===== config.mk =====
export PLATFORM = sky130hd
export DESIGN_NAME = bcd_converter
export DESIGN_NICKNAME = d
export VERILOG_FILES = /design/src/rtl/calc_pkg.sv /design/src/rtl/bcd_add3.sv /design/src/rtl/bcd_converter.sv
export SDC_FILE = /design/constraint.sdc
export NUM_CORES = 1
export LEC_CHECK = 0
export CAP_MARGIN = 20
export CELL_PAD_IN_SITES_DETAIL_PLACEMENT = 1
export CELL_PAD_IN_SITES_GLOBAL_PLACEMENT = 2
export CORE_MARGIN = 2
export CORE_UTILIZATION = 33
export DETAILED_ROUTE_END_ITERATION = 8
export PLACE_DENSITY_LB_ADDON = 0.1
export SLEW_MARGIN = 40
export SYNTH_ARGS = -nofsm -noshare
export SYNTH_HDL_FRONTEND = slang
export SYNTH_HIERARCHICAL = 1
export SYNTH_SLANG_ARGS = --single-unit

===== constraint.sdc =====
create_clock -name clk -period 2.6 [get_ports clk]
set_input_delay 0.26 -clock clk [delete_from_list [all_inputs] [get_ports clk]]
set_output_delay 0.26 -clock clk [all_outputs]
set_load 0.01 [all_outputs]

===== src/rtl/calc_pkg.sv =====
`default_nettype none
// +--------------------------------------------------------------------------+
// | calc_pkg                                                                 |
// | Shared types, constants and helper functions for the calculator datapath.|
// | Revision: 1.0                                                            |
// +--------------------------------------------------------------------------+
package calc_pkg;

    typedef enum logic [0:0] {
        IDLE  = 1'b0,
        SHIFT = 1'b1
    } state_t;

    localparam int BCD_W = 4;

    function automatic int clog2(input int value);
        int result;
        int v;
        result = 0;
        v      = value - 1;
        while (v > 0) begin
            result++;
            v = v >>> 1;
        end
        return result;
    endfunction

    // True when DIGITS decimal digits can hold the largest in_size-bit value.
    function automatic bit digits_ok(input int in_size, input int digits);
        longint unsigned pow10;
        longint unsigned max_bin;
        pow10 = 1;
        for (int i = 0; i < digits; i++) begin
            pow10 = pow10 * 10;
        end
        max_bin = (longint'(1) << in_size) - 1;
        return pow10 > max_bin;
    endfunction

endpackage
`default_nettype wire


===== src/rtl/bcd_add3.sv =====
`default_nettype none
// +--------------------------------------------------------------------------+
// | bcd_add3                                                                 |
// | Double-dabble digit correction: add 3 to a BCD digit that is 5 or more.  |
// | Revision: 1.0                                                            |
// +--------------------------------------------------------------------------+
module bcd_add3 (
    input  logic [3:0] din,
    output logic [3:0] dout
);

    assign dout = (din >= 4'd5) ? din + 4'd3 : din;

endmodule
`default_nettype wire


===== src/rtl/bcd_converter.sv =====
`default_nettype none
// +--------------------------------------------------------------------------+
// | bcd_converter                                                            |
// | Iterative shift-and-add-3 binary to packed BCD converter, 1 bit/clock.   |
// | Revision: 1.0                                                            |
// +--------------------------------------------------------------------------+
module bcd_converter
    import calc_pkg::*;
#(
    parameter int inSize = 5,
    parameter int DIGITS = 2
) (
    input  logic                      clk,
    input  logic                      rst,
    input  logic                      en,
    input  logic [inSize-1:0]         bin,
    input  logic                      in_valid,
    output logic [BCD_W*DIGITS-1:0]   bcd,
    output logic                      valid,
    output logic                      busy
);

    localparam int ACC_W = BCD_W * DIGITS;
    localparam int CNT_W = clog2(inSize + 1);
    localparam logic [CNT_W-1:0] LAST_CNT = CNT_W'(inSize - 1);

    if (!digits_ok(inSize, DIGITS)) begin : g_digits_check
        $error("bcd_converter: DIGITS=%0d too small for inSize=%0d", DIGITS, inSize);
    end

    state_t                    state;
    state_t                    state_next;
    logic [inSize-1:0]         sr;
    logic [ACC_W-1:0]          acc;
    logic [ACC_W-1:0]          acc_fix;
    logic [CNT_W-1:0]          cnt;
    logic [ACC_W+inSize-1:0]   shifted;
    logic                      last_shift;

    for (genvar d = 0; d < DIGITS; d++) begin : g_add3
        bcd_add3 u_add3 (
            .din  (acc[d*BCD_W +: BCD_W]),
            .dout (acc_fix[d*BCD_W +: BCD_W])
        );
    end

    // Corrected accumulator and operand shift together; sr MSB enters acc LSB.
    assign shifted    = {acc_fix, sr} << 1;
    assign last_shift = (state == SHIFT) && (cnt == LAST_CNT);
    assign busy       = (state == SHIFT);

    always_comb begin
        state_next = state;
        case (state)
            IDLE:    if (in_valid)         state_next = SHIFT;
            SHIFT:   if (cnt == LAST_CNT)  state_next = IDLE;
            default:                       state_next = IDLE;
        endcase
    end

    always_ff @(posedge clk) begin
        if (!rst) begin
            state <= IDLE;
            sr    <= '0;
            acc   <= '0;
            cnt   <= '0;
            bcd   <= '0;
            valid <= 1'b0;
        end else if (en) begin
            state <= state_next;
            valid <= 1'b0;
            case (state)
                IDLE: begin
                    if (in_valid) begin
                        sr  <= bin;
                        acc <= '0;
                        cnt <= '0;
                    end
                end
                SHIFT: begin
                    acc <= shifted[ACC_W+inSize-1:inSize];
                    sr  <= shifted[inSize-1:0];
                    cnt <= cnt + CNT_W'(1);
                    if (last_shift) begin
                        bcd   <= shifted[ACC_W+inSize-1:inSize];
                        valid <= 1'b1;
                    end
                end
                default: ;
            endcase
        end
    end

endmodule
`default_nettype wire


Yosys cells after proc, flatten, opt, wreduce, memory -nomap -nowiden

Index checks and enable logic that the tools add are counted.

Bits in registers: 26
Bits in latches: 0
Bits in writable memories: 0
Bits in read-only memories: 0
Memories kept: 0

Add/sub/neg operators: 3
Multipliers: 0
Div/mod/pow operators: 0
Magnitude comparators: 2
Equality and inequality tests: 2
Shift-type cells: 0
Mux-type cells: 13
Bitwise logic cells: 1
Reductions and logical operators: 3

Operator list:

| cell                | count |
|---|---|
| $pmux 8 s2          | 1 |
| $pmux 5 s2          | 1 |
| $ge 4x3->1 const B  | 2 |
| $mux 8              | 1 |
| $mux 3              | 2 |
| $pmux 3 s2          | 1 |
| $mux 5              | 1 |
| $add 4x2->4 const B | 1 |
| $mux 1              | 4 |
| $mux 4              | 1 |
| $add 3x1->3 const B | 1 |
| $add 3x2->3 const B | 1 |
| $eq 3x3->1 const B  | 1 |
| $reduce_and 3->1    | 1 |
| $ne 2x2->1 const B  | 1 |
| $pmux 1 s2          | 1 |
| $reduce_and 2->1    | 1 |
| $logic_and 1x1->1   | 1 |
| $not 1->1           | 1 |

Logic depth before layout (Yosys ltp)

Gate-level depths: netlist of the first run.

Depth after elaboration: 4
Gate-level depth with buffers: 7
Gate-level depth less buffers: 7

By module

The synthesis of the first run kept the hierarchy.

By module, submodules not included:

| module        | instances | cells an instance | area each (um^2) | sequential area each (um^2) |
|---|---|---|---|---|
| bcd_converter | 1         | 110               | 1019.7           | 520.5 |
| bcd_add3      | 2         | 16                | 101.3            | 0.0 |

Worst setup path before layout of the first run

Ideal clock, no wire load.

Path kind: flip-flop to flip-flop
Start point: reg acc[1]
End point: reg bcd[2]
Library setup time: 70 ps
Arrival: 1265 ps
Data required time: 2530 ps
Path slack: 1264 ps
Cell stages (with the launch flop): 8
Path buffers: 0
Cells stage by stage: dfxtp_1 inv_1 ha_1 nand2b_1 a21oi_2 mux2i_1 nand2_1 a21oi_1

Cells in the longest elaborated chain, start to end: 2

RTL lines:

| item                                      | line                | source |
|---|---|---|
| from (decl)                               | bcd_converter.sv:34 | `logic [ACC_W-1:0] acc;` |
| from (signal assigned)                    | bcd_converter.sv:81 | `acc <= shifted[ACC_W+inSize-1:inSize];` |
| $add 4x2->4 or $ge 4x3->1 (tied branches) | bcd_add3.sv:12      | `assign dout = (din >= 4'd5) ? din + 4'd3 : din;` |
| $mux 4 (*)                                | bcd_add3.sv:12      |  |
| net acc_fix[1]                            | bcd_converter.sv:35 | `logic [ACC_W-1:0] acc_fix;` |
| to (signal assigned)                      | bcd_converter.sv:85 | `bcd <= shifted[ACC_W+inSize-1:inSize];` |
| to (decl)                                 | bcd_converter.sv:18 | `output logic [BCD_W*DIGITS-1:0] bcd,` |

Mark *: on every way through the listed nets, which the timed path passes. The rest lies on a longest branch.
A chain may end at the register's enable or synchronous reset.

Worst setup path after layout of the first run

Start point: reg state, in the netlist busy
End point: out busy

RTL lines:

| item                   | line                | source |
|---|---|---|
| from (decl)            | bcd_converter.sv:31 | `state_t state;` |
| from (signal assigned) | bcd_converter.sv:70 | `state <= state_next;` |
| to (decl)              | bcd_converter.sv:20 | `output logic busy` |

No word-level cell between the ends.

==> flow_metrics.py, run 1 <==
metrics = {
    "critical_path": {
        "criticalPathCategory": "register to output port",
        "path_depth": 1,
        "timing.rr.end": "acc[2]",
        "crit_fanout": 14,
        "r2r_start": "acc[1]",
        "cp_num_buf_inv": 1,
        "cp_cell_sequence": "clkdlybuf4s50_1",
        "rrSetupSlack_ps": 1060,
        "worst_path_max_delay_cell": "dfxtp_1",
        "critical-path-top-delay-family": "flip-flops",
        "cp-start-kind": "register",
        "crit_path_end_kind": "output port",
        "cp_slowest_stage_delay_ps": 720,
        "critical_path_required_ps": 2340,
        "ff2ff_path_depth": 7,
        "crit_arrival_ps": 1680,
    },
    "sta": {
        "rsz0062_at_grt": "no",
        "min_period_ps": 1940,
        "finalHoldViolCount": 0,
        "timing.setup.tns_ps": 0,
        "worst_slew_pin_slew_ps": 586,
        "drv_slew": 0,
        "max_freq_ghz": 0.515,
        "layout_setup_ws_ps": 658,
        "slew_headroom_pct": 60.9,
        "finalSetupViolations": 0,
        "layout_worst_path_cycle_share_pct": 74.7,
        "skew_ps": 1.75,
    },
    "synth": {
        "synth_cells": 138,
        "synth_warnings": 6,
        "avgSynthCellArea_sq_um": 8.71,
        "synthesis.area_sq_mm": 0.00120,
        "postSynthNetCount": 153,
    },
    "pwr": {
        "leakagePower_nw": 0.518,
        "p_total_mw": 0.669,
        "ir_drop_mv": 0.255,
        "power_density_mw_per_mm2": 465,
    },
    "min_path": {
        "hold_path_end": "bcd[7]",
        "hold_start": "bcd[7]",
        "whs_path_depth": 2,
        "hold_path.class": "register to register",
    },
    "floorplanning": {
        "dieArea_sq_mm": 0.00414,
        "io_pins": 19,
        "chipHeight_um": 64.4,
        "initial_core_util_pct": 35.2,
        "core_sq_mm": 0.00342,
        "core.rowCount": 21,
        "die_w_um": 64.4,
    },
    "route": {
        "num_vias": 998,
        "drtPass1Iterations": 4,
        "ant_nets": 0,
        "drtIter0Drc": 28,
        "avgRoutedWirePerCell_um": 12.8,
        "drc": 0,
        "wirelength_um": 2570,
        "via_per_inst": 4.99,
    },
    "final_layout": {
        "final_nets": 170,
        "drive_gt1_share_pct": 7.79,
        "num_antenna_cells": 0,
        "final_cell_mix": "26 x dfxtp_1, 25 x nand2_1, 18 x clkdlybuf4s50_1, 16 x nor2_1, 11 x a21oi_1",
        "layout_commonest_cell": "dfxtp_1",
        "area_delta_synth_final_pct": 19.8,
    },
    "grt": {
        "grt_antenna_before_repair": 0,
        "grt_start_max_net_pins": 27,
        "grt_pass1_vias": 1004,
        "grt_pass1_wl_um": 4490,
        "grt_usage_pct": 13.8,
        "grt-ovfl-total": 0,
    },
    "clock_network": {
        "cts_tree": "yes",
        "postCtsResizedCells": 0,
        "clkTransAtPathRegs_ps": 130,
        "cts_sinks": 26,
        "cts_hold_buf": 0,
        "insertion_delay_ps": 310,
        "root_buffer": "clkbuf_4",
        "cts_inserted_buffers": 3,
        "h-tree-depth": 1,
        "cts_setup_buffers": 0,
        "cts_buffer_depth": 2,
    },
    "run": {
        "drv_cap": 0,
    },
    "placed_design": {
        "hpwl_um": 1910,
        "port_buffers": 18,
        "gp_congestion": 0.747,
        "place_ws_ps": 962,
    },
    "status": {
        "status": "complete, no violations",
    },
}
[sequential cells by signal, summed over array words and instances, names as in the netlist]
signal / cells
bcd: 8
sr: 5
cnt: 3
acc: 8
valid: 1
busy: 1
[layout make-up]
| class | instances | area [sq um] |
|---|---|---|
| Fill cell | 428 | 1980 |
| Timing Repair Buffer | 19 | 188 |
| Multi-Input combinational cell | 98 | 612 |
| Sequential cell | 26 | 520 |
| Tap cell | 46 | 57.6 |
| Inverter | 7 | 26.3 |
| Clock buffer | 4 | 36.3 |
[routing by layer]
layer / track usage [%] / part of all wire, %
met4: 3.19 / 0.66
met1: 16.4 / 48
met3: 3.87 / 3.7
met5: 0 / 0
met2: 24.3 / 48
[stage by stage]
| step | hold WS [ps] | util (%) | instance area, sq um | std cells |
|---|---|---|---|---|
| after floorplan | 428 | - | 1200 | 138 |
| after global placement | 442 | 41.1 | 1400 | 196 |
| after detailed placement | 456 | 41.1 | 1400 | 196 |
| after CTS | 474 | 42.2 | 1440 | 200 |
| after global routing | 484 | 42.2 | 1440 | 200 |
| final | 468 | 42.2 | 1440 | 200 |
[power by group]
part | leakage [nW] | internal [mW] | switching [mW]
clock network | 0.0210 | 0.0855 | 0.113
registers | 0.211 | 0.406 | 0.00912
logic | 0.286 | 0.0275 | 0.0285
[worst max-delay path by stage]
stage                         from     end  slack, ps
final                         busy    busy        660
after CTS                     busy    busy        620
after global placement    in_valid  acc[7]       1010
after global routing          busy    busy        530
after detailed placement  in_valid  cnt[2]        960
after floorplan             acc[1]  bcd[2]       1260
Note: power is estimated with default switching activity, not from simulation.
==> run 2, diff against run 1 <==
--- a/config.mk
+++ b/config.mk
@@ -9,7 +9,7 @@
 export CELL_PAD_IN_SITES_DETAIL_PLACEMENT = 1
 export CELL_PAD_IN_SITES_GLOBAL_PLACEMENT = 2
 export CORE_MARGIN = 2
-export CORE_UTILIZATION = 33
+export CORE_UTILIZATION = 31
 export DETAILED_ROUTE_END_ITERATION = 8
 export PLACE_DENSITY_LB_ADDON = 0.1
 export SLEW_MARGIN = 40
==> constraint.sdc (replaced) <==
create_clock -name clk -period 2 [get_ports clk]
set_input_delay 0.2 -clock clk [delete_from_list [all_inputs] [get_ports clk]]
set_output_delay 0.2 -clock clk [all_outputs]
set_load 0.01 [all_outputs]
==> run 2 against run 1 <==
- flip-flop and latch count did not move
- clock power rose by 73%
- utilization decreased by 2.3 points
- via count down 1.2%
- sequential share of layout area down 0.71 points
- clock-buffer cell count did not move
- hold slack got worse by 2.4 ps
- critical path depth unchanged
- critical path type unchanged
- critical endpoint unchanged
==> flow_metrics.py, run 2 (synthesized netlist as in run 1, its figures left out) <==
metrics = {
    "grt": {
        "grt_use_met2_pct": 24.8,
        "grt_usage_pct": 14.4,
        "met1_usage_pct": 18.1,
        "grt_antenna_before_repair": 0,
        "grt_use_met3_pct": 3.75,
        "grt_start_max_net_pins": 27,
        "grt_pass1_vias": 1023,
        "grt_pass1_wl_um": 4750,
        "grt.busiest_layer": "met2",
        "grt-ovfl-total": 0,
    },
    "final_layout": {
        "drive_gt1_share_pct": 8.39,
        "area_delta_synth_final_pct": 22.2,
        "nFillCells": 457,
        "fin_cells": 203,
        "num_antenna_cells": 0,
        "final_nets": 171,
        "reg_top3": "acc (8), bcd (8), sr (5)",
        "layout_commonest_cell": "dfxtp_1",
        "final_cell_mix": "26 x dfxtp_1, 25 x nand2_1, 18 x clkdlybuf4s50_1, 16 x nor2_1, 11 x a21oi_1",
    },
    "route": {
        "drc": 0,
        "avgRoutedWirePerCell_um": 13.8,
        "ant_nets": 0,
        "num_vias": 986,
        "drtIter0Drc": 23,
        "wirelength_um": 2810,
        "drtPass1Iterations": 4,
        "via_per_inst": 4.86,
    },
    "critical_path": {
        "worst_path_max_delay_cell": "clkdlybuf4s50_1",
        "crit_fanout": 11,
        "cp-startpoint": "busy",
        "cp_cell_sequence": "clkdlybuf4s50_1",
        "criticalPathCategory": "register to output port",
        "cp-start-kind": "register",
        "cp_slowest_stage_delay_ps": 630,
        "critical-path-top-delay-family": "buffers and inverters",
        "crit_path_end_kind": "output port",
        "crit_arrival_ps": 1460,
        "timing.rr.end": "acc[2]",
        "critical_path_required_ps": 1800,
        "r2r_start": "acc[1]",
        "cp_num_buf_inv": 1,
        "ff2ff_path_depth": 7,
        "rrSetupSlack_ps": 470,
    },
    "floorplanning": {
        "core_sq_mm": 0.00369,
        "io_pins": 19,
        "core.rowCount": 22,
        "initial_core_util_pct": 32.6,
        "dieArea_sq_mm": 0.00439,
        "chipHeight_um": 66.3,
        "die_w_um": 66.3,
    },
    "clock_network": {
        "cts_buffer_depth": 2,
        "cts_inserted_buffers": 3,
        "clkTransAtPathRegs_ps": 90,
        "cts_setup_buffers": 0,
        "postCtsResizedCells": 0,
        "insertion_delay_ps": 270,
        "h-tree-depth": 1,
        "cts_tree": "yes",
        "root_buffer": "clkbuf_8",
        "cts_hold_buf": 0,
        "cts_sinks": 26,
    },
    "sta": {
        "finalHoldViolCount": 0,
        "layout_worst_path_cycle_share_pct": 82.8,
        "layout_setup_ws_ps": 344,
        "worst_slew_pin_slew_ps": 548,
        "timing.setup.tns_ps": 0,
        "min_period_ps": 1660,
        "slew_headroom_pct": 63.5,
        "finalSetupViolations": 0,
        "rsz0062_at_grt": "no",
        "skew_ps": 4.42,
        "max_freq_ghz": 0.604,
        "drv_slew": 0,
    },
    "placed_design": {
        "post-place-cells": 199,
        "hpwl_um": 2070,
        "gp_congestion": 0.679,
        "port_buffers": 18,
        "place_ws_ps": 419,
    },
    "min_path": {
        "hold_start": "bcd[4]",
        "whs_path_depth": 2,
        "hold_path.class": "register to register",
        "hold_path_end": "bcd[4]",
    },
    "run": {
        "drv_cap": 0,
    },
    "pwr": {
        "p_seq_share_pct": 56.1,
        "combPwrFrac_pct": 8.1,
        "leakagePower_nw": 0.531,
        "switching_share_pct": 22.6,
        "power.switching_mw": 0.217,
        "clkPwrFrac_pct": 35.8,
        "power_density_mw_per_mm2": 652,
        "ir_drop_mv": 0.319,
        "internal_power_mw": 0.741,
    },
    "status": {
        "status": "complete, no violations",
    },
}
-- run 2: changes by cell type in the layout (fill, tap and decap cells not counted), sizes merged --
cell,before,now
buf,1,2
-- run 2: cell type report --
type	count	area, sq um	share of cell area, %
inverters	7	26.3	1.79
flip-flops and latches	26	520	35.4
repair buffers	20	195	13.3
multi-input cells	98	612	41.7
well taps	48	60.1	4.09
clock buffers	4	55.1	3.75
-- run 2: how the worst max path moves through the flow --
stage               endpoint  slack, ps  depth (start not counted)
finish                  busy        340                          1
global route            busy        280                          1
CTS                     busy        330                          1
detailed placement    bcd[5]        420                          4
global placement      acc[2]        440                          4
floorplan             bcd[2]        660                          7
-- run 2: stage by stage --
step	hold WS, ps	cell area, sq um	util, %	power (mW)
after detailed placement	453	1410	38.3	0.628
after global routing	503	1470	39.8	1.00
after floorplan	368	1200	-	0.597
final	465	1470	39.8	0.957
after CTS	472	1470	39.8	0.974
after global placement	445	1410	38.3	0.626
-- run 2: metal layers --
metal,vias up,share of wire [%]
li1,503,-
met1,469,50
met2,12,47
met3,2,2.6
met4,0,0.68
met5,-,0
-- run 2: power groups by stage --
stage / combinational [mW] / clock (mW) / sequential [mW]
final: 0.0778 / 0.343 / 0.537
after global routing: 0.0862 / 0.379 / 0.539
after CTS: 0.0797 / 0.358 / 0.537
after detailed placement: 0.0793 / 0 / 0.549
after global placement: 0.0775 / 0 / 0.548
after floorplan: 0.0513 / 0 / 0.546
-- run 2: worst reg2reg max path: cells and delay by family (launching register included) --
kind / cells / cell delay [ps]
multiplexers: 1 / 280
AO/OA/AOI/OAI: 2 / 320
flip-flops: 1 / 350
buffers and inverters: 1 / 80
adder cells (fa/ha/maj): 1 / 180
AND/OR/NAND/NOR: 2 / 280
==> run 3, diff against run 2 <==
==> constraint.sdc (replaced) <==
create_clock -name clk -period 1.7 [get_ports clk]
set_input_delay 0.17 -clock clk [delete_from_list [all_inputs] [get_ports clk]]
set_output_delay 0.17 -clock clk [all_outputs]
set_load 0.01 [all_outputs]
==> run 3 against run 2 <==
- largest power group unchanged
- clock power grew 55%
- highest routed layer unchanged
- critical path type unchanged
- flip-flop and latch count is the same
- register-to-register slack got worse by 310 ps
- critical path depth unchanged
==> flow_metrics.py, run 3 (synthesized netlist as in run 1, its figures left out) <==
metrics = {
    "pwr": {
        "power.switching_mw": 0.274,
        "combPwrFrac_pct": 7.4,
        "p_total_mw": 1.25,
        "leakagePower_nw": 0.538,
        "clkPwrFrac_pct": 42.3,
        "power_density_mw_per_mm2": 844,
        "internal_power_mw": 0.980,
        "switching_share_pct": 21.8,
        "ir_drop_mv": 0.376,
        "p_seq_share_pct": 50.4,
    },
    "final_layout": {
        "final_nets": 171,
        "area_delta_synth_final_pct": 23.5,
        "nFillCells": 444,
        "fin_cells": 203,
        "utilization_pct": 40.3,
        "reg_top3": "acc (8), bcd (8), sr (5)",
        "final_cell_mix": "26 x dfxtp_1, 25 x nand2_1, 18 x clkdlybuf4s50_1, 16 x nor2_1, 11 x a21oi_1",
        "final_area_sq_mm": 0.00149,
        "drive_gt1_share_pct": 8.39,
        "layout_commonest_cell": "dfxtp_1",
        "num_antenna_cells": 0,
    },
    "placed_design": {
        "port_buffers": 18,
        "place_ws_ps": 135,
        "gp_congestion": 0.742,
        "hpwl_um": 2020,
        "post-place-cells": 199,
        "placed_area_sq_mm": 0.00141,
    },
    "sta": {
        "min_period_ps": 1620,
        "drv_slew": 0,
        "whs_ps": 464,
        "skew_ps": 8.18,
        "finalHoldViolCount": 0,
        "layout_setup_ws_ps": 83.7,
        "finalSetupViolations": 0,
        "timing.setup.tns_ps": 0,
        "rsz0062_at_grt": "no",
        "layout_worst_path_cycle_share_pct": 95.1,
        "max_freq_ghz": 0.619,
        "worst_slew_pin_slew_ps": 552,
        "slew_headroom_pct": 63.2,
    },
    "min_path": {
        "hold_path.class": "register to register",
        "whs_path_depth": 2,
    },
    "clock_network": {
        "root_buffer": "clkbuf_8",
        "cts_inserted_buffers": 3,
        "cts_hold_buf": 0,
        "clkTransAtPathRegs_ps": 100,
        "cts_buffer_depth": 2,
        "insertion_delay_ps": 280,
        "postCtsResizedCells": 0,
        "cts_tree": "yes",
        "cts_setup_buffers": 0,
        "cts_sinks": 26,
        "h-tree-depth": 1,
    },
    "floorplanning": {
        "core.rowCount": 22,
        "die_w_um": 66.3,
        "chipHeight_um": 66.3,
        "core_sq_mm": 0.00369,
        "dieArea_sq_mm": 0.00439,
        "io_pins": 19,
        "initial_core_util_pct": 32.6,
    },
    "route": {
        "num_vias": 990,
        "drtIter0Drc": 39,
        "ant_nets": 0,
        "drc": 0,
        "via_per_inst": 4.88,
        "avgRoutedWirePerCell_um": 14.1,
        "drtPass1Iterations": 4,
        "wirelength_um": 2850,
    },
    "grt": {
        "grt-ovfl-total": 0,
        "grt_pass1_vias": 1059,
        "grt_start_max_net_pins": 27,
        "grt_usage_pct": 15.1,
        "grt_pass1_wl_um": 5000,
        "grt_antenna_before_repair": 0,
    },
    "critical_path": {
        "worst_path_max_delay_cell": "clkdlybuf4s50_1",
        "cp_num_buf_inv": 1,
        "crit_arrival_ps": 1450,
        "cp-start-kind": "register",
        "critical-path-top-delay-family": "buffers and inverters",
        "cp_cell_sequence": "clkdlybuf4s50_1",
        "crit_path_end_kind": "output port",
        "criticalPathCategory": "register to output port",
        "crit_fanout": 10,
        "path_depth": 1,
        "cp_slowest_stage_delay_ps": 620,
        "ff2ff_path_depth": 7,
        "critical_path_required_ps": 1530,
    },
    "run": {
        "drv_cap": 0,
    },
    "status": {
        "status": "complete, no violations",
    },
}
==> run 3: cell count changes in the layout (fill, tap and decap cells not counted) <==
cell,delta
clkbuf_8,-1
bufinv_16,+1
==> run 3: worst paths after layout <==
kind / start / end / slack, ps
setup / recovery: busy / busy / 80
hold / removal: bcd[7] / bcd[7] / 460
setup reg to reg: acc[1] / acc[2] / 160
hold reg to reg: bcd[7] / bcd[7] / 460
==> run 3: cell type report <==
| class | instances | area (sq um) | area share [%] |
|---|---|---|---|
| Multi-Input combinational cell | 98 | 612 | 41.2 |
| Sequential cell | 26 | 520 | 35.0 |
| Timing Repair Buffer | 20 | 195 | 13.1 |
| Tap cell | 48 | 60.1 | 4.04 |
| Clock buffer | 3 | 41.3 | 2.78 |
| Clock inverter | 1 | 30.0 | 2.02 |
| Inverter | 7 | 26.3 | 1.77 |
==> run 3: power groups by stage <==
| stage | registers (mW) | clock network [mW] | logic (mW) |
|---|---|---|---|
| final | 0.632 | 0.530 | 0.0923 |
| after global routing | 0.634 | 0.565 | 0.102 |
| after CTS | 0.632 | 0.546 | 0.0942 |
| after detailed placement | 0.646 | 0 | 0.0934 |
| after global placement | 0.645 | 0 | 0.0918 |
| after floorplan | 0.642 | 0 | 0.0603 |
==> run 3: metal layers <==
metal | share of wire, % | vias up | GRT usage, %
met1 | 50 | 470 | 19.9
met5 | 0 | - | 0
met4 | 1.5 | 0 | 5.36
li1 | - | 503 | -
met2 | 46 | 12 | 24.0
met3 | 2.7 | 5 | 3.24
